## config.mk

```make
export PLATFORM = sky130hd
export DESIGN_NAME = control_sequencer
export DESIGN_NICKNAME = d
export VERILOG_FILES = /design/src/rtl/control_sequencer.sv
export SDC_FILE = /design/constraint.sdc
export NUM_CORES = 1
export LEC_CHECK = 0
export CAP_MARGIN = 20
export CORE_ASPECT_RATIO = 1.1
export CORE_MARGIN = 3
export CORE_UTILIZATION = 41
export DETAILED_ROUTE_END_ITERATION = 10
export GPL_ROUTABILITY_DRIVEN = 0
export PLACE_DENSITY = 0.92
export SETUP_SLACK_MARGIN = 0.3
export SLEW_MARGIN = 15
export SYNTH_ARGS = -nofsm -noshare
export SYNTH_HDL_FRONTEND = slang
export SYNTH_SLANG_ARGS = --single-unit
```

## constraint.sdc

```tcl
create_clock -name clock -period 2.2 [get_ports clock]
set_clock_uncertainty 0.05 [all_clocks]
set_input_delay 0.22 -clock clock [delete_from_list [all_inputs] [get_ports clock]]
set_output_delay 0.22 -clock clock [all_outputs]
set_load 0.01 [all_outputs]
```

## src/rtl/control_sequencer.sv

```systemverilog
// Hardwired Moore control unit for the single-bus CPU: fetch (T0-T2), execute (T3-T6), halt.
// Optional SINGLE_STEP_EN: one instruction per rising edge of step (run still required).
module control_sequencer #(
  parameter int NREGS = 16,
  parameter int CNT_W = 16
) (
  input  logic             clock,
  input  logic             clear,
  input  logic             run,
  input  logic [31:0]      ir,
  input  logic             mem_ready,
  input  logic             step,
  output logic             PCout,
  output logic             Zlowout,
  output logic             Zhighout,
  output logic             MDRout,
  output logic             MARin,
  output logic             Zin,
  output logic             PCin,
  output logic             MDRin,
  output logic             IRin,
  output logic             Yin,
  output logic             HIin,
  output logic             LOin,
  output logic             IncPC,
  output logic             Read,
  output logic [NREGS-1:0] reg_in,
  output logic [NREGS-1:0] reg_out,
  output logic [4:0]       alu_op,
  output logic             halted,
  output logic             illegal,
  output logic [CNT_W-1:0] instr_count
);

  typedef enum logic [3:0] {IDLE, T0, T1, T2, T3, T4, T5, T6, HALT} state_t;

  state_t state, next_state, retire_state;
  logic [4:0] op;
  logic [3:0] ra, rb, rc;
  logic is_alu, is_muldiv, is_nop, is_halt;
  logic start, retire;
  logic unused_bits;

  assign op = ir[31:27];
  assign ra = ir[26:23];
  assign rb = ir[22:19];
  assign rc = ir[18:15];

  always_comb begin
    is_alu    = op inside {5'b00011, 5'b00100, 5'b00101, 5'b00110, 5'b00111, 5'b01001};
    is_muldiv = op inside {5'b01111, 5'b10000};
    is_nop    = (op == 5'b11010);
    is_halt   = (op == 5'b11011);
  end

`ifdef SINGLE_STEP_EN
  logic step_q;

  always_ff @(posedge clock or posedge clear) begin
    if (clear) step_q <= 1'b0;
    else       step_q <= step;
  end

  assign start        = run & step & ~step_q;
  assign retire_state = IDLE;
  assign unused_bits  = ^ir[14:0];
`else
  assign start        = run;
  assign retire_state = run ? T0 : IDLE;
  assign unused_bits  = ^{ir[14:0], step};
`endif

  // Nop, halt and undefined opcodes all finish in T3.
  assign retire = ((state == T3) && !is_alu && !is_muldiv) ||
                  ((state == T5) && is_alu) ||
                  (state == T6);

  always_ff @(posedge clock or posedge clear) begin
    if (clear) state <= IDLE;
    else       state <= next_state;
  end

  always_ff @(posedge clock or posedge clear) begin
    if (clear)       instr_count <= '0;
    else if (retire) instr_count <= instr_count + CNT_W'(1);
  end

  always_comb begin
    next_state = state;
    unique case (state)
      IDLE: if (start) next_state = T0;
      T0:   next_state = T1;
      T1:   if (mem_ready) next_state = T2;
      T2:   next_state = T3;
      T3: begin
        if (is_alu || is_muldiv) next_state = T4;
        else if (is_halt)        next_state = HALT;
        else                     next_state = retire_state;
      end
      T4:   next_state = T5;
      T5:   next_state = is_muldiv ? T6 : retire_state;
      T6:   next_state = retire_state;
      HALT: next_state = HALT;
      default: next_state = IDLE;
    endcase
  end

  always_comb begin
    PCout    = 1'b0;
    Zlowout  = 1'b0;
    Zhighout = 1'b0;
    MDRout   = 1'b0;
    MARin    = 1'b0;
    Zin      = 1'b0;
    PCin     = 1'b0;
    MDRin    = 1'b0;
    IRin     = 1'b0;
    Yin      = 1'b0;
    HIin     = 1'b0;
    LOin     = 1'b0;
    IncPC    = 1'b0;
    Read     = 1'b0;
    reg_in   = '0;
    reg_out  = '0;
    alu_op   = '0;
    halted   = 1'b0;
    illegal  = 1'b0;
    unique case (state)
      T0: begin
        PCout = 1'b1;
        MARin = 1'b1;
        IncPC = 1'b1;
        Zin   = 1'b1;
      end
      T1: begin
        Zlowout = 1'b1;
        Read    = 1'b1;
        MDRin   = 1'b1;
        PCin    = mem_ready;
      end
      T2: begin
        MDRout = 1'b1;
        IRin   = 1'b1;
      end
      T3: begin
        if (is_alu) begin
          reg_out[rb] = 1'b1;
          Yin         = 1'b1;
        end else if (is_muldiv) begin
          reg_out[ra] = 1'b1;
          Yin         = 1'b1;
        end else if (!is_nop && !is_halt) begin
          illegal = 1'b1;
        end
      end
      T4: begin
        if (is_alu) reg_out[rc] = 1'b1;
        else        reg_out[rb] = 1'b1;
        alu_op = op;
        Zin    = 1'b1;
      end
      T5: begin
        Zlowout = 1'b1;
        if (is_muldiv) LOin = 1'b1;
        else           reg_in[ra] = 1'b1;
      end
      T6: begin
        Zhighout = 1'b1;
        HIin     = 1'b1;
      end
      HALT: halted = 1'b1;
      default: ;
    endcase
  end

endmodule

```

Word-level counts from Yosys, hierarchy flattened
Index checks and enable logic that the tools add are counted.
{ "totals": {"latch_bits": 0, "ramBits": 0, "romBits": 0, "ff_bits": 20, "n_memories": 0, "elab_cells": 85, "in_bits": 37} }
{ "op_classes": {"n_eq_ne": 20, "magnitude_cmp": 6, "div": 0, "shifts": 0, "reduce_logical": 20, "mux": 36, "n_addsub": 1, "bitwise_logic": 0, "multipliers": 0} }
{ "ops": {"columns": ["operator", "n"], "rows": [
  ["$mux 16", 5],
  ["$pmux 4 s9", 1],
  ["$pmux 16 s2", 1],
  ["$eq 5x3->1 const B", 4],
  ["$mux 1", 20],
  ["$add 16x1->16 const B", 1],
  ["$eq 4x3->1 const B", 4],
  ["$mux 4", 4],
  ["$eq 5x5->1 const B", 3],
  ["$lt 4x5->1 const B", 3],
  ["$demux 1 s4", 3],
  ["$ge 4x1->1 const B", 3],
  ["$eq 5x4->1 const B", 2],
  ["$eq 4x2->1 const B", 2],
  ["$logic_and 1x1->1", 7],
  ["$reduce_bool 6->1", 1],
  ["$eq 5x2->1 const B", 1],
  ["$mux 5", 1],
  ["$eq 4x1->1 const B", 1],
  ["$eq 4x4->1 const B", 1],
  ["$logic_not 1->1", 4],
  ["$logic_not 4->1", 1],
  ["$ne 2x2->1 const B", 2],
  ["$reduce_or 2->1", 2],
  ["other kinds (4)", 6]
]} }

Depth between registers and ports, before layout
{ "logic_depth": {"depth_word": 7, "ltp_mapped": 8} }

Least setup slack after synthesis
No wires, ideal clock.
{ "synth_timing": {"kind": "register -> register", "start": "register state[0]", "end": "register instr_count[12]", "arrival_time_ns": 1.853, "setup_slack_ns": 0.170, "setup_ns": 0.126, "stages_incl_launch_ff": 7, "n_path_buf": 1, "required_ns": 2.024, "path_cell_list": "dfrtp_1 > nor4b_1 > or4b_4 > o22ai_4 > buf_6 > nand4_4 > xnor2_2"} }
{ "synth_via": {"elab_chain_cells": 5, "elab_cells_between_ends": 8, "classes_between": "eq/ne: 3; reduce/logical: 5"} }
{ "synth_rtl": {"columns": ["item", "line", "source"], "rows": [
  ["start: declaration", "37", "state_t state, next_state, retire_state;"],
  ["start signal: assignment", "80", "else state <= next_state;"],
  ["$eq 4x3->1", "74", "assign retire = ((state == T3) && !is_alu && !is_muldiv) ||"],
  ["$logic_and 1x1->1 (2 in a row)", "74", null],
  ["$logic_or 1x1->1", "74", null],
  ["$logic_or 1x1->1 (*)", "75", "((state == T5) && is_alu) ||"],
  ["end signal: assignment", "85", "else if (retire) instr_count <= instr_count + CNT_W'(1);"],
  ["end: declaration", "32", "output logic [CNT_W-1:0] instr_count"]
]} }
Every way passes the cells marked *; elsewhere a longest branch is shown, timed or not.
A chain may end at the register's enable or synchronous reset.

Worst setup path after layout
{ "layout_timing": {"start": "register state[2]", "end": "output reg_out[13]"} }
{ "layout_via": {"elab_chain_cells": 2, "elab_cells_between_ends": 3, "classes_between": "eq/ne: 2; mux: 1"} }
{ "layout_rtl": {"columns": ["item", "line", "source"], "rows": [
  ["$eq 4x3->1", "128", "unique case (state)"],
  ["$pmux 16 s2 (*)", "128", null],
  ["end: declaration", "28", "output logic [NREGS-1:0] reg_out,"]
]} }
Marks and branches as above.

==> run summary <==
Crit-path max FO - 4
Synth warn - 0
Die ar. - 0.00620 sq mm
Vias in the first global route - 2974
Multiplexer share of the synthesized area - 0.00461
Register area - 504 sq um
Part of the power in registers - 0.195
Vias - 3308
Min setup slack post-route - -0.523 ns
All-Layer GR Usage - 0.297
Maximum root-to-sink buffer count - 2
Compound-gate portion of the synthesized area - 0.224
Final ANT Viol Nets - 0
Power per cell area - 648 mW/mm^2
Gate Count Post-Synth - 294
Met2 Usage GRT - 0.518
Synth top area cells - dfrtp_1, a21oi_1, nor2_1
# port buffers - 89
Initial DRC count - 369
Synth Area in Simple Gates - 0.393
Met1 GRT Util - 0.332
Fin crit share - 1.24
Pleak - 1.81 nW
Failing checks - negative setup slack
Synthesized area - 0.00217 sq mm
Starting Density - 0.428
Row count - 27
CTS tree - done
Filler cell count - 262
Wire per inst - 23.2 microns
Total grt overflow - 0
Layout cell share with drive strength beyond 1 - 0.570
R2R cell count - 8
Worst R2R Setup Slack - -0.18 ns
Sequential-to-total area share from yosys stat - 0.231
Clk sinks - 20
Adder-Cell Fraction of Synth Area - 0.00577
Synth Area in XOR/XNOR - 0.0640
Ports - 106
Ys flop type - dfrtp_1
Measured slew at the worst slew-check pin - 0.742 ns
Place WS - -0.596 ns
Sw frac - 0.425
Multi-input logic area - 0.00205 sq mm
Final period demand of the worst path - 2.72 ns
Final hold vios - 0
Relative slew margins - 0.505
Syn_area_per_cell - 7.38 sq um
Vias per inst - 6.55
Status - finished with violations
Synth top area share - 0.231
Final core utilization - 0.834
Number of synthesized flops with an enable pin - 0
Largest family of logic cells by synthesized area - simple AND/OR/NAND/NOR gates
Reg2reg end - instr_count[15]$_DFFE_PP0P_
Synthesized flop and latch total - 20
Unrepaired setup endpoints after global routing - yes
Worst-Skew Late Latency - 0.26 ns
Critical Path End Type - output port
Critical Path Start - state[2]$_DFFE_PP0P_
Worst Hold Class - input pin to async pin
Vert. Die Dim - 82.3 microns
Hpwl dp - 5740 microns
NetSw - 1.16 mW
Post-synth net total - 332
Drt total wl - 11700 microns
Pint - 1.58 mW
Routing usage on met3 - 0.0605
Root buffer selected by CTS - clkbuf_8
CP arrival - 2.45 ns
Remaining DRCs - 0
Critical Path RT - 1.93 ns
CP Class - flop to output port
Antenna violations before repair - 0
Diode count - 0
F_max - 0.367 GHz
H-tree levels - 1
Area growth syn-to-layout - 94.8%
Peak VDD IR - 630 uV
Clock-pin slew on the worst setup and hold paths - 0.07 ns
Cell type with the largest total area after synthesis - dfrtp_1
Final-report max-slew violation count - 0
First-pass GRT wire length - 14300 microns
Die width - 75.4 microns
CP endpoint - reg_out[13]
CP Launch Type - flop
NumNets Final - 486
Setup Viol. Count Final - 49
Drt first pass iters - 7
Yosys cell types - 58
Total CTS buffers - 3
Core area - 0.00507 sq mm
Largest net degree at the start of global routing - 34
Async SR Flop Fraction - 1.00
Clock Power Share - 0.103
Comb power frac - 0.702
Worst r2r src - state[3]$_DFFE_PP0P_
Maxcap violations - 0
Gr busiest metal - met2
==> worst min-delay path by stage <==
stage                                           start                     endpoint  depth (start not counted)
after floorplan                                 clear   instr_count[0]$_DFFE_PP0P_                          1
after global placement    instr_count[15]$_DFFE_PP0P_  instr_count[15]$_DFFE_PP0P_                          1
after detailed placement  instr_count[15]$_DFFE_PP0P_  instr_count[15]$_DFFE_PP0P_                          1
after CTS                                       clear         state[1]$_DFFE_PP0P_                          2
after global routing                            clear   instr_count[5]$_DFFE_PP0P_                          2
final                                           clear  instr_count[11]$_DFFE_PP0P_                          2
==> placed cells by master (no fill, tap or decap), types with 8 or more instances in the layout <==
| master | n |
|---|---|
| o21ai_2 | 8 |
| xnor2_1 | 12 |
| a21oi_1 | 19 |
| buf_4 | 64 |
| nand3_2 | 8 |
| a21oi_2 | 12 |
| buf_6 | 28 |
| nor2_2 | 10 |
| a31oi_1 | 9 |
| nor2b_1 | 10 |
| clkdlybuf4s50_1 | 31 |
| dfrtp_1 | 17 |
| nand4_1 | 10 |
| nand2_1 | 10 |
| buf_2 | 43 |
| nor2_1 | 21 |
==> logic make-up (layout without fill, tap and decap cells) <==
| family | Yosys count | after routing |
|---|---|---|
| xor gates and xnor gates | 15 | 15 |
| buffers and inverters | 35 | 188 |
| and+or+nand+nor | 143 | 143 |
| AOI/OAI and AO/OA | 79 | 79 |
| DFF | 20 | 20 |
| adders and majority gates | 1 | 1 |
| muxes | 1 | 1 |
==> synthesized netlist by cell type (all sizes together) (11+ instances only) <==
library cell   n
a31oi         16
nor2          35
nor2b         12
clkbuf        16
nand2         15
dfrtp         20
a21oi         31
nand4         11
o21ai         12
nand3         19
buf           13
xnor2         14
==> critical path: stages, from the launching register on <==
cell,delay (ns)
dfrtp_1,0.45
nor4bb_4,0.40
buf_4,0.21
buf_6,0.09
nand3b_1,0.20
o21ai_0,0.29
a31oi_1,0.16
a21oi_2,0.23
buf_2,0.16
==> area by class of cell <==
| type | instances | area share |
|---|---|---|
| clock buffer | 4 | 0.0130 |
| sequential | 20 | 0.119 |
| multi-input combinational | 239 | 0.485 |
| timing repair buffer | 178 | 0.360 |
| inverter | 6 | 0.00533 |
| tap | 58 | 0.0172 |
==> metrics by stage <==
stage | area [sq um] | TNS (ns) | hold slack (ns) | cells | power, mW
after floorplan | 2200 | 0 | 0.134 | 294 | 1.18
after global placement | 3460 | -18.16 | 0.413 | 468 | 1.77
after detailed placement | 3460 | -20.94 | 0.426 | 468 | 1.81
after CTS | 3870 | -1.98 | 0.356 | 485 | 2.25
after global routing | 4230 | -9.39 | 0.391 | 505 | 2.85
final | 4230 | -6.91 | 0.330 | 505 | 2.74
==> metal layers <==
layer	share of wire	routed length (microns)
met3	0.11	1280
met2	0.47	5540
met1	0.34	3940
met4	0.082	957
met5	0	0
==> flip-flops by register name (all words and copies together), names as in the netlist <==
register / flops
instr_count: 16
state: 4
==> power groups by stage <==
stage               Clock [mW]  Combinational [mW]  Sequential [mW]
CTS                      0.279                1.47            0.507
detailed placement           0                1.30            0.503
global route             0.300                2.01            0.539
global placement             0                1.27            0.497
finish                   0.282                1.92            0.535
floorplan                    0               0.676            0.504
==> what timing repair did <==
action	in CTS	in global routing
resized for setup	252	133
setup endpoints to repair	72	63
pin swaps	23	33
hold buffers	0	0
cloned	3	0
buffers inserted	10	20
Power figures use the tool's default switching activity.
